--- config.mk ---
export PLATFORM = sky130hd
export DESIGN_NAME = deadlock_watchdog_monitor_flat
export DESIGN_NICKNAME = d
export VERILOG_FILES = /design/src/rtl/deadlock_watchdog_monitor_if.sv /design/src/rtl/deadlock_watchdog_monitor.sv /design/src/flat_wrapper.sv
export SDC_FILE = /design/constraint.sdc
export NUM_CORES = 1
export LEC_CHECK = 0
export CAP_MARGIN = 20
export CORE_MARGIN = 2
export CORE_UTILIZATION = 47
export CTS_CLUSTER_SIZE = 16
export DETAILED_ROUTE_END_ITERATION = 7
export PLACE_DENSITY = 0.78
export SYNTH_ARGS = -nofsm -noshare
export SYNTH_HDL_FRONTEND = slang
export SYNTH_SLANG_ARGS = --single-unit
--- constraint.sdc ---
create_clock -name kernel_monitor_clock -period 2.7 [get_ports kernel_monitor_clock]
set_input_delay 0.54 -clock kernel_monitor_clock [delete_from_list [all_inputs] [get_ports kernel_monitor_clock]]
set_output_delay 0.54 -clock kernel_monitor_clock [all_outputs]
set_load 0.005 [all_outputs]
--- src/rtl/deadlock_watchdog_monitor_if.sv ---
// Signal bundle between a kernel under simulation and its deadlock watchdog.
// Stats ports exist only when DEADLOCK_MON_STATS_EN is defined.
interface deadlock_watchdog_monitor_if #(
   parameter int N_AXIS = 2,
   parameter int N_INST = 2,
   parameter int CNT_W  = 16
);
   logic [N_AXIS-1:0] axis_block_sigs;
   logic [N_INST-1:0] inst_idle_sigs;
   logic [N_INST-1:0] inst_block_sigs;
   logic              clear;
   logic              block;
   logic              block_pulse;
   logic [N_AXIS-1:0] axis_snapshot;
   logic [N_INST-1:0] inst_snapshot;
   logic [CNT_W-1:0]  stall_count;
   logic [1:0]        state;
`ifdef DEADLOCK_MON_STATS_EN
   logic [7:0]        event_count;
   logic [CNT_W-1:0]  max_stall;
`endif

   modport master (
      output axis_block_sigs,
      output inst_idle_sigs,
      output inst_block_sigs,
      output clear,
      input  block,
      input  block_pulse,
      input  axis_snapshot,
      input  inst_snapshot,
      input  stall_count,
      input  state
`ifdef DEADLOCK_MON_STATS_EN
      ,
      input  event_count,
      input  max_stall
`endif
   );

   modport slave (
      input  axis_block_sigs,
      input  inst_idle_sigs,
      input  inst_block_sigs,
      input  clear,
      output block,
      output block_pulse,
      output axis_snapshot,
      output inst_snapshot,
      output stall_count,
      output state
`ifdef DEADLOCK_MON_STATS_EN
      ,
      output event_count,
      output max_stall
`endif
   );
endinterface

--- src/rtl/deadlock_watchdog_monitor.sv ---
// Per-kernel deadlock watchdog: declares a sticky deadlock after TIMEOUT consecutive stalled cycles.
// Optional statistics (event_count, max_stall) are built when DEADLOCK_MON_STATS_EN is defined.
module deadlock_watchdog_monitor #(
   parameter int N_AXIS  = 2,
   parameter int N_INST  = 2,
   parameter int TIMEOUT = 16,
   parameter int CNT_W   = 16
) (
   input logic                     kernel_monitor_clock,
   input logic                     kernel_monitor_reset,
   deadlock_watchdog_monitor_if.slave mon
);

   typedef enum logic [1:0] {
      IDLE    = 2'd0,
      SUSPECT = 2'd1,
      BLOCKED = 2'd2
   } state_t;

   localparam logic [CNT_W-1:0] TIMEOUT_C = CNT_W'(TIMEOUT);
   localparam logic [CNT_W-1:0] LAST_C    = CNT_W'(TIMEOUT - 1);

   state_t            state_q, state_d;
   logic [CNT_W-1:0]  cnt_q, cnt_d;
   logic              block_q, block_d;
   logic              pulse_q, pulse_d;
   logic [N_AXIS-1:0] axis_snap_q, axis_snap_d;
   logic [N_INST-1:0] inst_snap_q, inst_snap_d;
   logic              stall;
   logic              enter_blk;

   // A deadlock needs a real blocker and no instance still doing useful work.
   assign stall = (|mon.axis_block_sigs | |mon.inst_block_sigs)
                & (&(mon.inst_idle_sigs | mon.inst_block_sigs));

   always_comb begin
      state_d     = state_q;
      cnt_d       = cnt_q;
      block_d     = block_q;
      pulse_d     = 1'b0;
      axis_snap_d = axis_snap_q;
      inst_snap_d = inst_snap_q;
      enter_blk   = 1'b0;

      unique case (state_q)
         IDLE: begin
            cnt_d = '0;
            if (!mon.clear && stall) begin
               if (TIMEOUT == 1) begin
                  state_d   = BLOCKED;
                  cnt_d     = TIMEOUT_C;
                  enter_blk = 1'b1;
               end else begin
                  state_d = SUSPECT;
                  cnt_d   = CNT_W'(1);
               end
            end
         end
         SUSPECT: begin
            if (mon.clear || !stall) begin
               state_d = IDLE;
               cnt_d   = '0;
            end else if (cnt_q == LAST_C) begin
               state_d   = BLOCKED;
               cnt_d     = TIMEOUT_C;
               enter_blk = 1'b1;
            end else begin
               cnt_d = cnt_q + CNT_W'(1);
            end
         end
         BLOCKED: begin
            if (mon.clear) begin
               state_d = IDLE;
               cnt_d   = '0;
               block_d = 1'b0;
            end
         end
         default: begin
            state_d = IDLE;
            cnt_d   = '0;
            block_d = 1'b0;
         end
      endcase

      // Snapshot the blockers on the declaring edge so the diagnostic print shows the culprits.
      if (enter_blk) begin
         block_d     = 1'b1;
         pulse_d     = 1'b1;
         axis_snap_d = mon.axis_block_sigs;
         inst_snap_d = mon.inst_block_sigs;
      end
   end

   always_ff @(posedge kernel_monitor_clock or posedge kernel_monitor_reset) begin
      if (kernel_monitor_reset) begin
         state_q     <= IDLE;
         cnt_q       <= '0;
         block_q     <= 1'b0;
         pulse_q     <= 1'b0;
         axis_snap_q <= '0;
         inst_snap_q <= '0;
      end else begin
         state_q     <= state_d;
         cnt_q       <= cnt_d;
         block_q     <= block_d;
         pulse_q     <= pulse_d;
         axis_snap_q <= axis_snap_d;
         inst_snap_q <= inst_snap_d;
      end
   end

   assign mon.block         = block_q;
   assign mon.block_pulse   = pulse_q;
   assign mon.axis_snapshot = axis_snap_q;
   assign mon.inst_snapshot = inst_snap_q;
   assign mon.stall_count   = cnt_q;
   assign mon.state         = state_q;

`ifdef DEADLOCK_MON_STATS_EN
   logic [7:0]       event_count_q, event_count_d;
   logic [CNT_W-1:0] max_stall_q, max_stall_d;

   // Statistics survive clear; only reset zeroes them.
   always_comb begin
      event_count_d = event_count_q;
      max_stall_d   = max_stall_q;
      if (enter_blk && (event_count_q != 8'hFF)) begin
         event_count_d = event_count_q + 8'd1;
      end
      if (cnt_d > max_stall_q) begin
         max_stall_d = cnt_d;
      end
   end

   always_ff @(posedge kernel_monitor_clock or posedge kernel_monitor_reset) begin
      if (kernel_monitor_reset) begin
         event_count_q <= '0;
         max_stall_q   <= '0;
      end else begin
         event_count_q <= event_count_d;
         max_stall_q   <= max_stall_d;
      end
   end

   assign mon.event_count = event_count_q;
   assign mon.max_stall   = max_stall_q;
`endif

endmodule

--- src/flat_wrapper.sv ---
// flat-port wrapper written by rule: the top's interface ports become plain ports
module deadlock_watchdog_monitor_flat 
#(
   parameter int N_AXIS  = 2,
   parameter int N_INST  = 2,
   parameter int TIMEOUT = 16,
   parameter int CNT_W   = 16
)
  (kernel_monitor_clock, kernel_monitor_reset, mon_axis_block_sigs, mon_inst_idle_sigs, mon_inst_block_sigs, mon_clear, mon_block, mon_block_pulse, mon_axis_snapshot, mon_inst_snapshot, mon_stall_count, mon_state);
  deadlock_watchdog_monitor_if #(.N_AXIS(N_AXIS), .N_INST(N_INST), .CNT_W(CNT_W)) mon_i ();
  input logic kernel_monitor_clock;
  input logic kernel_monitor_reset;
  input wire logic [$bits(mon_i.axis_block_sigs)-1:0] mon_axis_block_sigs;
  input wire logic [$bits(mon_i.inst_idle_sigs)-1:0] mon_inst_idle_sigs;
  input wire logic [$bits(mon_i.inst_block_sigs)-1:0] mon_inst_block_sigs;
  input wire logic [$bits(mon_i.clear)-1:0] mon_clear;
  output wire logic [$bits(mon_i.block)-1:0] mon_block;
  output wire logic [$bits(mon_i.block_pulse)-1:0] mon_block_pulse;
  output wire logic [$bits(mon_i.axis_snapshot)-1:0] mon_axis_snapshot;
  output wire logic [$bits(mon_i.inst_snapshot)-1:0] mon_inst_snapshot;
  output wire logic [$bits(mon_i.stall_count)-1:0] mon_stall_count;
  output wire logic [$bits(mon_i.state)-1:0] mon_state;
  assign mon_i.axis_block_sigs = mon_axis_block_sigs;
  assign mon_i.inst_idle_sigs = mon_inst_idle_sigs;
  assign mon_i.inst_block_sigs = mon_inst_block_sigs;
  assign mon_i.clear = mon_clear;
  assign mon_block = mon_i.block;
  assign mon_block_pulse = mon_i.block_pulse;
  assign mon_axis_snapshot = mon_i.axis_snapshot;
  assign mon_inst_snapshot = mon_i.inst_snapshot;
  assign mon_stall_count = mon_i.stall_count;
  assign mon_state = mon_i.state;
  deadlock_watchdog_monitor #(.N_AXIS(N_AXIS), .N_INST(N_INST), .TIMEOUT(TIMEOUT), .CNT_W(CNT_W)) u_core (.kernel_monitor_clock(kernel_monitor_clock), .kernel_monitor_reset(kernel_monitor_reset), .mon(mon_i));
endmodule
[Word level (Yosys, flattened, before mapping)]
Index checks and enable logic that the tools add are counted.
Cells by class
  reductions and logical operators: 11
  add/subtract/negate cells: 1
  multiplexer cells: 17
  bitwise logic cells: 3
  equality and inequality tests: 8
Operators by type and width (count)
  16-bit two-way mux: 3
  16-bit one-hot mux with 3 select lines: 1
  16-bit by 1-bit adder with 16-bit output, second input constant: 1
  16-bit by 4-bit == test with 1-bit output, second input constant: 1
  2-bit two-way mux: 4
  1-bit two-way mux: 7
  2-bit one-hot mux with 3 select lines: 1
  2-bit OR reduction: 3
  2-bit by 1-bit != test with 1-bit output, second input constant: 2
  2-bit AND reduction: 2
  3-bit by 1-bit != test with 1-bit output, second input constant: 1
  3-bit by 2-bit != test with 1-bit output, second input constant: 1
  3-bit AND reduction: 1
  2-bit by 1-bit == test with 1-bit output, second input constant: 1
  2-bit == test, second input constant: 1
  1-bit logical NOT: 2
  2-bit logical NOT: 1
  2-bit != test, second input constant: 1
  2-bit bitwise OR: 1
  1-bit one-hot mux with 2 select lines: 1
  1-bit AND: 1
  1-bit logical AND: 1
  1-bit logical OR: 1
  1-bit bitwise OR: 1
Storage, ports and cells
  output and inout bits: 24
  register bits after elaboration: 24
  input port bits: 9
  word-level logic and storage cells: 46

[Logic depth before layout (Yosys ltp)]
Gate-level depths: netlist of run 1.
  word-level depth: 9
  depth in mapped cells: 7
  gate-level depth less buffers: 6

[Worst setup path after synthesis of run 1]
No wires, ideal clock.
  path kind: flip-flop to flip-flop
  start: register u_core.cnt_q[0], in the netlist u_core.mon.stall_count[0]
  end: register u_core.cnt_q[15], in the netlist u_core.mon.stall_count[15]
  required time: 2.631 ns
  path slack: 0.821 ns
  library setup time: 0.069 ns
  arrival: 1.810 ns
  cell stages (with the launch flop): 7
  path buffers: 0
  period minus slack after synthesis: 1.879 ns
  path through: dfrtp_1 > ha_1 > and3_1 > and4_4 > or3_4 > or3_1 > nand3_1
Between the ends
  cells in the longest elaborated chain, start to end: 4
  elaborated cells between the ends (all ways): 5
  those cells by class: 1 x add/sub; 1 x eq/ne; 3 x mux
RTL lines
  start: declaration: line deadlock_watchdog_monitor.sv:24  | logic [CNT_W-1:0] cnt_q, cnt_d;
  start signal: assignment: line deadlock_watchdog_monitor.sv:104  | cnt_q <= cnt_d;
  16-bit by 1-bit adder with 16-bit output / 16-bit by 4-bit == test with 1-bit output (equally long branches): line deadlock_watchdog_monitor.sv:68, deadlock_watchdog_monitor.sv:63
  16-bit two-way mux (*): line deadlock_watchdog_monitor.sv:63  | end else if (cnt_q == LAST_C) begin
  16-bit two-way mux (*): line deadlock_watchdog_monitor.sv:60  | if (mon.clear || !stall) begin
  16-bit one-hot mux with 3 select lines (*): line deadlock_watchdog_monitor.sv:45  | unique case (state_q)
Mark *: on every way between the ends. The rest lies on a longest branch, timed or not.
A chain may end at the register's enable or synchronous reset.

[Final worst setup path of run 1]
  start: input mon_inst_block_sigs[0]
  end: register u_core.cnt_q[14], in the netlist u_core.mon.stall_count[14]
Between the ends
  cells in the longest elaborated chain, start to end: 7
  elaborated cells between the ends (all ways): 9
  those cells by class: 2 x mux; 3 x bitwise; 4 x reduce/logical
RTL lines
  start: declaration: line flat_wrapper.sv:15  | input wire logic [$bits(mon_i.inst_block_sigs)-1:0] mon_inst_block_sigs;
  2-bit OR reduction / 2-bit bitwise OR (equally long branches): line deadlock_watchdog_monitor.sv:33, deadlock_watchdog_monitor.sv:34
  1-bit bitwise OR / 2-bit AND reduction (equally long branches): line deadlock_watchdog_monitor.sv:33, deadlock_watchdog_monitor.sv:34
  1-bit AND (*): line deadlock_watchdog_monitor.sv:34  | & (&(mon.inst_idle_sigs | mon.inst_block_sigs));
  1-bit logical NOT (*): line deadlock_watchdog_monitor.sv:60
  1-bit logical OR (*): line deadlock_watchdog_monitor.sv:60
  16-bit two-way mux (*): line deadlock_watchdog_monitor.sv:60
  16-bit one-hot mux with 3 select lines (*): line deadlock_watchdog_monitor.sv:45
Marks and branches as above.

==> impl_metrics.csv, run 1 <==
group,metric,value,unit
finish,fillers,214,
synthesis,synth_area_leaders,"dfrtp_1 49%, nand2_1 4.6%, nand3_1 4.1%, mux2_2 3.7%, a31oi_1 2.6%",
grt,grt.overflow.total,0,
synthesis,yosys_warnings,0,
flow_run,max-cap-violations,0,
floorplanning,num_rows,18,
synthesis,synth.distinct_cells,37,
grt,grt_util_all_layers,22.88,%
drt,vias,1126,
power_and_ir_drop,p_comb_share,8.9,%
drt,drtPass1Iterations,4,
synthesis,synthesis.nets,136,
worst_hold_path,hold_class,"reg -> reg",
timing,finalSetupViolations,0,
worst_setup_path,critPathTopFamily,"compound AO/OA/AOI/OAI gates",
worst_setup_path,path_cells,"clkdlybuf4s50_1 -> o31a_1 -> o221ai_2 -> nor3_2 -> buf_4 -> and3_1 -> a211o_1",
floorplanning,start_util,49.44,%
synthesis,synth_top_area_share,49.03,%
worst_setup_path,reg2reg_from,"u_core.mon.stall_count[0]",
timing,fmax,474.7,MHz
grt,first_global_vias,1071,
worst_hold_path,min_to,"u_core.mon.block",
timing,holdWs,509.6,ps
clock_tree,post_cts_buffers,0,
drt,drt_iter0_markers,17,
timing,relSlewSlack,59.82,%
worst_setup_path,end_kind,"flip-flop",
synthesis,syn_inst,126,
worst_setup_path,crit_path_max_incr_delay,480,ps
finish,drive_gt1_share,10.49,%
timing,finalSetupTns,0,ps
floorplanning,die_area,3031,um2
worst_setup_path,worstPathRequired,2910,ps
power_and_ir_drop,p_int,0.0004411,W
power_and_ir_drop,pwr-share-seq,63.6,%
clock_tree,cts.htree.levels,1,
placed_design,hpwl,2267,um
finish,nNetsFinal,174,
timing,fin_crit_sh,78.03,%
grt,grt_pass1_wl,4981,um
power_and_ir_drop,sw_frac_of_total,23.73,%
power_and_ir_drop,power_per_cell_area,357.2,nW/um2
clock_tree,cts_max_path_buffers,2,
floorplanning,die_x,55.05,um
worst_hold_path,min_from,"u_core.mon.block",
timing,drv_slew,0,
worst_setup_path,cp_max_fo,8,
synthesis,synth-seq-cells,24,
clock_tree,cts_buffers,3,
finish,regArea,600.6,um2
power_and_ir_drop,ir_drop,0.2855,mV
timing,skew,8.201,ps
worst_setup_path,path_class,"in -> reg",
clock_tree,clkSinkCount,24,
worst_setup_path,crit_arrival,2310,ps
finish,area_growth,32.18,%
synthesis,yosysTopAreaCell,"dfrtp_1",
synthesis,syn_area,1225,um2
finish,n_antenna_cell,0,
floorplanning,core_area,2477,um2
worst_setup_path,startpoint_type,"primary input",
floorplanning,fp.dieH,55.05,um
clock_tree,cts_root_buffer,"clkbuf_4",
drt,via_per_inst,5.865,
clock_tree,clk_pin_slew,120,ps
timing,rsz0062_at_grt,"false",
synthesis,syn_area_per_cell,9.722,um2
placed_design,gp_congestion,0.9015,
finish,finish.utilization,65.35,%
synthesis,yosysSeqAreaShare,49.03,%
timing,period_needed,2107,ps
run_status,status,"finished clean",
clock_tree,clock_latency,310,ps
finish,multi_input_area,589.3,um2
drt,drc,0,
drt,ant_nets,0,
power_and_ir_drop,p_leak,0.7266,nW
power_and_ir_drop,p_switching,0.0001372,W
clock_tree,cts_tree,"done",
worst_setup_path,worst-r2r-cell-count,6,
grt,grt_max_degree,25,
worst_setup_path,r2r_slack,650,ps
power_and_ir_drop,p_clk_share,27.4,%
placed_design,port_buffers,32,
timing,tightestPinTransition,598.2,ps
timing,final_hold_viol_count,0,
clock_tree,holdBufCountCts,0,
worst_setup_path,crit_buf_inv,2,
worst_setup_path,slowest_stage,"clkdlybuf4s50_1",
worst_setup_path,r2r-end,"u_core.mon.stall_count[15]",
floorplanning,ioPinCount,33,
grt,antenna_found_initial,0,
drt,wl,3001,um
drt,wire_per_inst,15.63,um
clock_tree,cts_resized,0,
worst_hold_path,min_delay_path_depth,2,
synth_stat cells:
cell type  instances
a211oi_1           1
o31a_1             1
o32ai_1            1
nand3_1           10
o211ai_1           1
a22o_1             3
or3_1              2
xnor2_1            1
nor4_1             3
a31oi_1            5
a21o_1             4
and3_1             5
o21ai_1            1
or2_2              1
buf_2              1
dfrtp_1           24
o21ai_0            6
nor2_1             5
or3_4              1
nor3b_1            2
o311ai_1           1
o221ai_2           1
xor2_1             1
and4_4             1
o221a_2            1
and3_2             1
inv_1              7
nand2_1           15
nand4_1            3
o31ai_1            1
a21oi_1            4
mux2_2             4
buf_1              1
a211o_1            1
nor3_1             4
nor3_2             1
ha_1               1
worst min-delay path, stage by stage, from the launching register on:
cell and delay [ps]:
dfrtp_1 380, nand2_1 50, nand2_1 60
layout by cell type (no fill, tap or decap), types with 4 or more instances in the layout:
cell type / synthesis / routed
a21o_1: 4 / 4
nand3_1: 10 / 10
a31oi_1: 5 / 5
clkdlybuf4s50_1: 0 / 32
a21oi_1: 4 / 4
mux2_2: 4 / 4
dfrtp_1: 24 / 24
inv_1: 7 / 7
nor3_1: 4 / 4
and3_1: 5 / 5
nor2_1: 5 / 5
o21ai_0: 6 / 6
nand2_1: 15 / 15
sequential cells by signal, summed over array words and instances, names as in the netlist:
register	count
u_core.mon.block	1
u_core.mon.inst_snapshot	2
u_core.mon.block_pulse	1
u_core.mon.state	2
u_core.mon.stall_count	16
u_core.mon.axis_snapshot	2
power groups by stage:
stage	registers (W)	logic [W]	clock network, W
detailed placement	0.000375	0.0000523	0
global route	0.000369	0.0000568	0.000174
finish	0.000368	0.0000517	0.000159
global placement	0.000375	0.0000504	0
CTS	0.000368	0.0000525	0.000159
floorplan	0.000374	0.0000229	0
area by class of cell:
type	count	share of cell area [%]
Clock buffer	3	1.391
Multi-Input combinational cell	93	36.40
Inverter	7	1.623
Sequential cell	24	37.09
Tap cell	30	2.318
Timing Repair Buffer	35	21.17
through the flow:
stage | cell area [um2] | setup slack, ps | std cells | total power (W)
global placement | 1597 | 326.4 | 189 | 0.0004251
floorplan | 1225 | 821.0 | 126 | 0.0003968
global route | 1619 | 531.7 | 192 | 0.0006001
CTS | 1619 | 600.8 | 192 | 0.0005792
detailed placement | 1597 | 264.1 | 189 | 0.0004272
finish | 1619 | 593.2 | 192 | 0.0005784
per-layer routing:
layer	wire, um	vias to the layer above	share of wire, %	global-route usage [%]
met5	0	-	0	0
met4	15	0	0.50	6.504
met3	196	2	6.5	4.301
met2	1487	39	50	37.90
met1	1301	535	43	30.53
li1	-	550	-	-
cell families after synthesis:
logic type / synth area share, %
xor gates and xnor gates: 1.430
muxes: 3.677
and+or+nand+nor: 23.49
buffers and inverters: 2.860
DFF: 49.03
adders and majority gates: 1.021
AOI/OAI and AO/OA: 18.49
how the worst max path moves through the flow:
stage               slack, ps  cells after the start                         end                      start
floorplan                 820                      6  u_core.mon.stall_count[15]  u_core.mon.stall_count[0]
detailed placement        260                      7  u_core.mon.stall_count[14]     mon_inst_block_sigs[0]
CTS                       600                      7  u_core.mon.stall_count[14]     mon_inst_block_sigs[0]
global route              530                      7  u_core.mon.stall_count[14]     mon_inst_block_sigs[0]
global placement          330                      7  u_core.mon.stall_count[14]     mon_inst_block_sigs[0]
finish                    590                      7  u_core.mon.stall_count[14]     mon_inst_block_sigs[0]
(Power assumes the default switching activity.)
==> run 2: changes to the inputs <==
==> constraint.sdc (replaced) <==
create_clock -name kernel_monitor_clock -period 2.2 [get_ports kernel_monitor_clock]
set_input_delay 0.44 -clock kernel_monitor_clock [delete_from_list [all_inputs] [get_ports kernel_monitor_clock]]
set_output_delay 0.44 -clock kernel_monitor_clock [all_outputs]
set_load 0.005 [all_outputs]
==> impl_metrics.csv, run 2 (synthesized netlist as in run 1, its figures left out) <==
group,metric,value,unit
drt,drc,0,
clock_tree,holdBufCountCts,0,
drt,ant_nets,0,
timing,finalSetupTns,0,ps
drt,vias,1188,
worst_setup_path,path_class,"reg -> reg",
timing,tightestPinTransition,530.0,ps
worst_setup_path,slowest_stage,"dfrtp_1",
worst_setup_path,crit_path_max_incr_delay,450,ps
clock_tree,cts_tree,"done",
timing,fin_crit_sh,90.66,%
grt,grt.overflow.total,0,
grt,grt_max_degree,25,
worst_setup_path,reg2reg_from,"u_core.mon.stall_count[1]",
worst_setup_path,crit_arrival,2260,ps
power_and_ir_drop,sw_frac_of_total,23.73,%
worst_setup_path,startpoint_type,"flip-flop",
drt,wl,3116,um
finish,nNetsFinal,178,
timing,drv_slew,0,
worst_hold_path,hold_class,"in -> async",
finish,n_antenna_cell,0,
clock_tree,cts_max_path_buffers,2,
timing,finalSetupViolations,0,
floorplanning,start_util,49.44,%
power_and_ir_drop,p_switching,0.0001701,W
finish,final_common_cell,"clkdlybuf4s50_1",
power_and_ir_drop,p_leak,0.7457,nW
placed_design,gp_congestion,0.8552,
drt,wire_per_inst,15.90,um
floorplanning,core_area,2477,um2
run_status,status,"finished clean",
clock_tree,cts.htree.levels,1,
placed_design,dp_cells,193,
grt,grt_pass1_wl,5030,um
timing,period_needed,1994,ps
clock_tree,clkSinkCount,24,
timing,final_hold_viol_count,0,
placed_design,port_buffers,32,
drt,drtPass1Iterations,4,
placed_design,hpwl,2333,um
clock_tree,post_cts_buffers,0,
floorplanning,die_area,3031,um2
worst_setup_path,critPathTopFamily,"simple AND/OR/NAND/NOR gates",
drt,via_per_inst,6.061,
timing,fmax,501.4,MHz
floorplanning,die_x,55.05,um
power_and_ir_drop,p_int,0.0005469,W
worst_setup_path,worstPathRequired,2460,ps
grt,first_global_vias,1127,
finish,area_growth,34.63,%
flow_run,max-cap-violations,0,
grt,grt_util_all_layers,23.09,%
power_and_ir_drop,ir_drop,0.3032,mV
clock_tree,cts_resized,0,
power_and_ir_drop,power_per_cell_area,434.8,nW/um2
power_and_ir_drop,pwr-share-seq,62.7,%
grt,antenna_found_initial,0,
finish,drive_gt1_share,12.65,%
power_and_ir_drop,fin_total_pwr,0.0007170,W
worst_setup_path,crit_start,"u_core.mon.stall_count[1]",
timing,skew,12.32,ps
finish,stdcell_count,196,
worst_setup_path,crit_buf_inv,0,
power_and_ir_drop,p_comb_share,10.0,%
placed_design,pre_cts_ws,4.697,ps
floorplanning,num_rows,18,
worst_setup_path,end_kind,"flip-flop",
clock_tree,cts_root_buffer,"clkbuf_4",
floorplanning,ioPinCount,33,
timing,rsz0062_at_grt,"false",
finish,regArea,600.6,um2
timing,relSlewSlack,64.39,%
power_and_ir_drop,p_clk_share,27.2,%
clock_tree,cts_buffers,3,
finish,final_cell_mix,"32 x clkdlybuf4s50_1, 24 x dfrtp_1, 15 x nand2_1, 10 x nand3_1",
worst_setup_path,cp_max_fo,6,
floorplanning,fp.dieH,55.05,um
worst_setup_path,path_cells,"ha_1 -> and3_1 -> and4_4 -> or3_4 -> or3_1 -> nand3_1",
drt,drt_iter0_markers,29,
finish,multi_input_area,589.3,um2
finish,largest_register_ffs,16,
finish,fillers,210,
clock_tree,clock_latency,310,ps
clock_tree,clk_pin_slew,140,ps
timing,worst_slack,205.6,ps
==> run 2: cell types whose count changed in the layout (fill, tap and decap cells not counted) <==
cell   before  now
buf_4       3    7
==> run 2: worst paths after layout <==
check,slack [ps],cells after the start,endpoint
worst max-delay path,210,6,u_core.mon.stall_count[15]
worst min register to register,520,2,u_core.mon.block
worst min-delay path,440,3,u_core.mon.stall_count[15]
worst max register to register,210,6,u_core.mon.stall_count[15]
min in group kernel_monitor_clock,520,2,u_core.mon.block
max in group asynchronous,1510,3,u_core.mon.stall_count[6]
==> run 2: tightest hold or removal path, delay by kind of cell <==
family	cells	cell delay (ps)
buf+inv	3	730
==> run 2: power by group through the flow <==
stage          Combinational, W  Clock (W)  Sequential [W]
6_report              0.0000720   0.000195        0.000450
4_1_cts               0.0000725   0.000196        0.000449
3_5_place_dp          0.0000721          0        0.000458
5_1_grt               0.0000796   0.000214        0.000450
3_3_place_gp          0.0000705          0        0.000458
2_1_floorplan         0.0000281          0        0.000459
==> run 2: stage by stage <==
stage	area (um2)	hold slack, ps	util (%)
final	1649	442.5	66.57
after global routing	1649	487.3	66.57
after CTS	1649	456.5	66.57
after detailed placement	1627	471.7	65.66
after global placement	1627	469.4	65.66
after floorplan	1225	454.6	-
==> run 2: layout make-up <==
cell class	count	area share, %
clock buffers	3	1.366
inverters	7	1.593
well taps	30	2.276
multi-input cells	93	35.74
flip-flops and latches	24	36.42
repair buffers	39	22.61
==> run 2: per-layer routing <==
metal  global-route usage [%]  vias up  share of wire, %
met5                        0        -                 0
met4                    7.724        0              0.77
met3                    4.032        4               4.2
met2                    41.07       30                50
met1                    28.06      595                45
li1                         -      559                 -
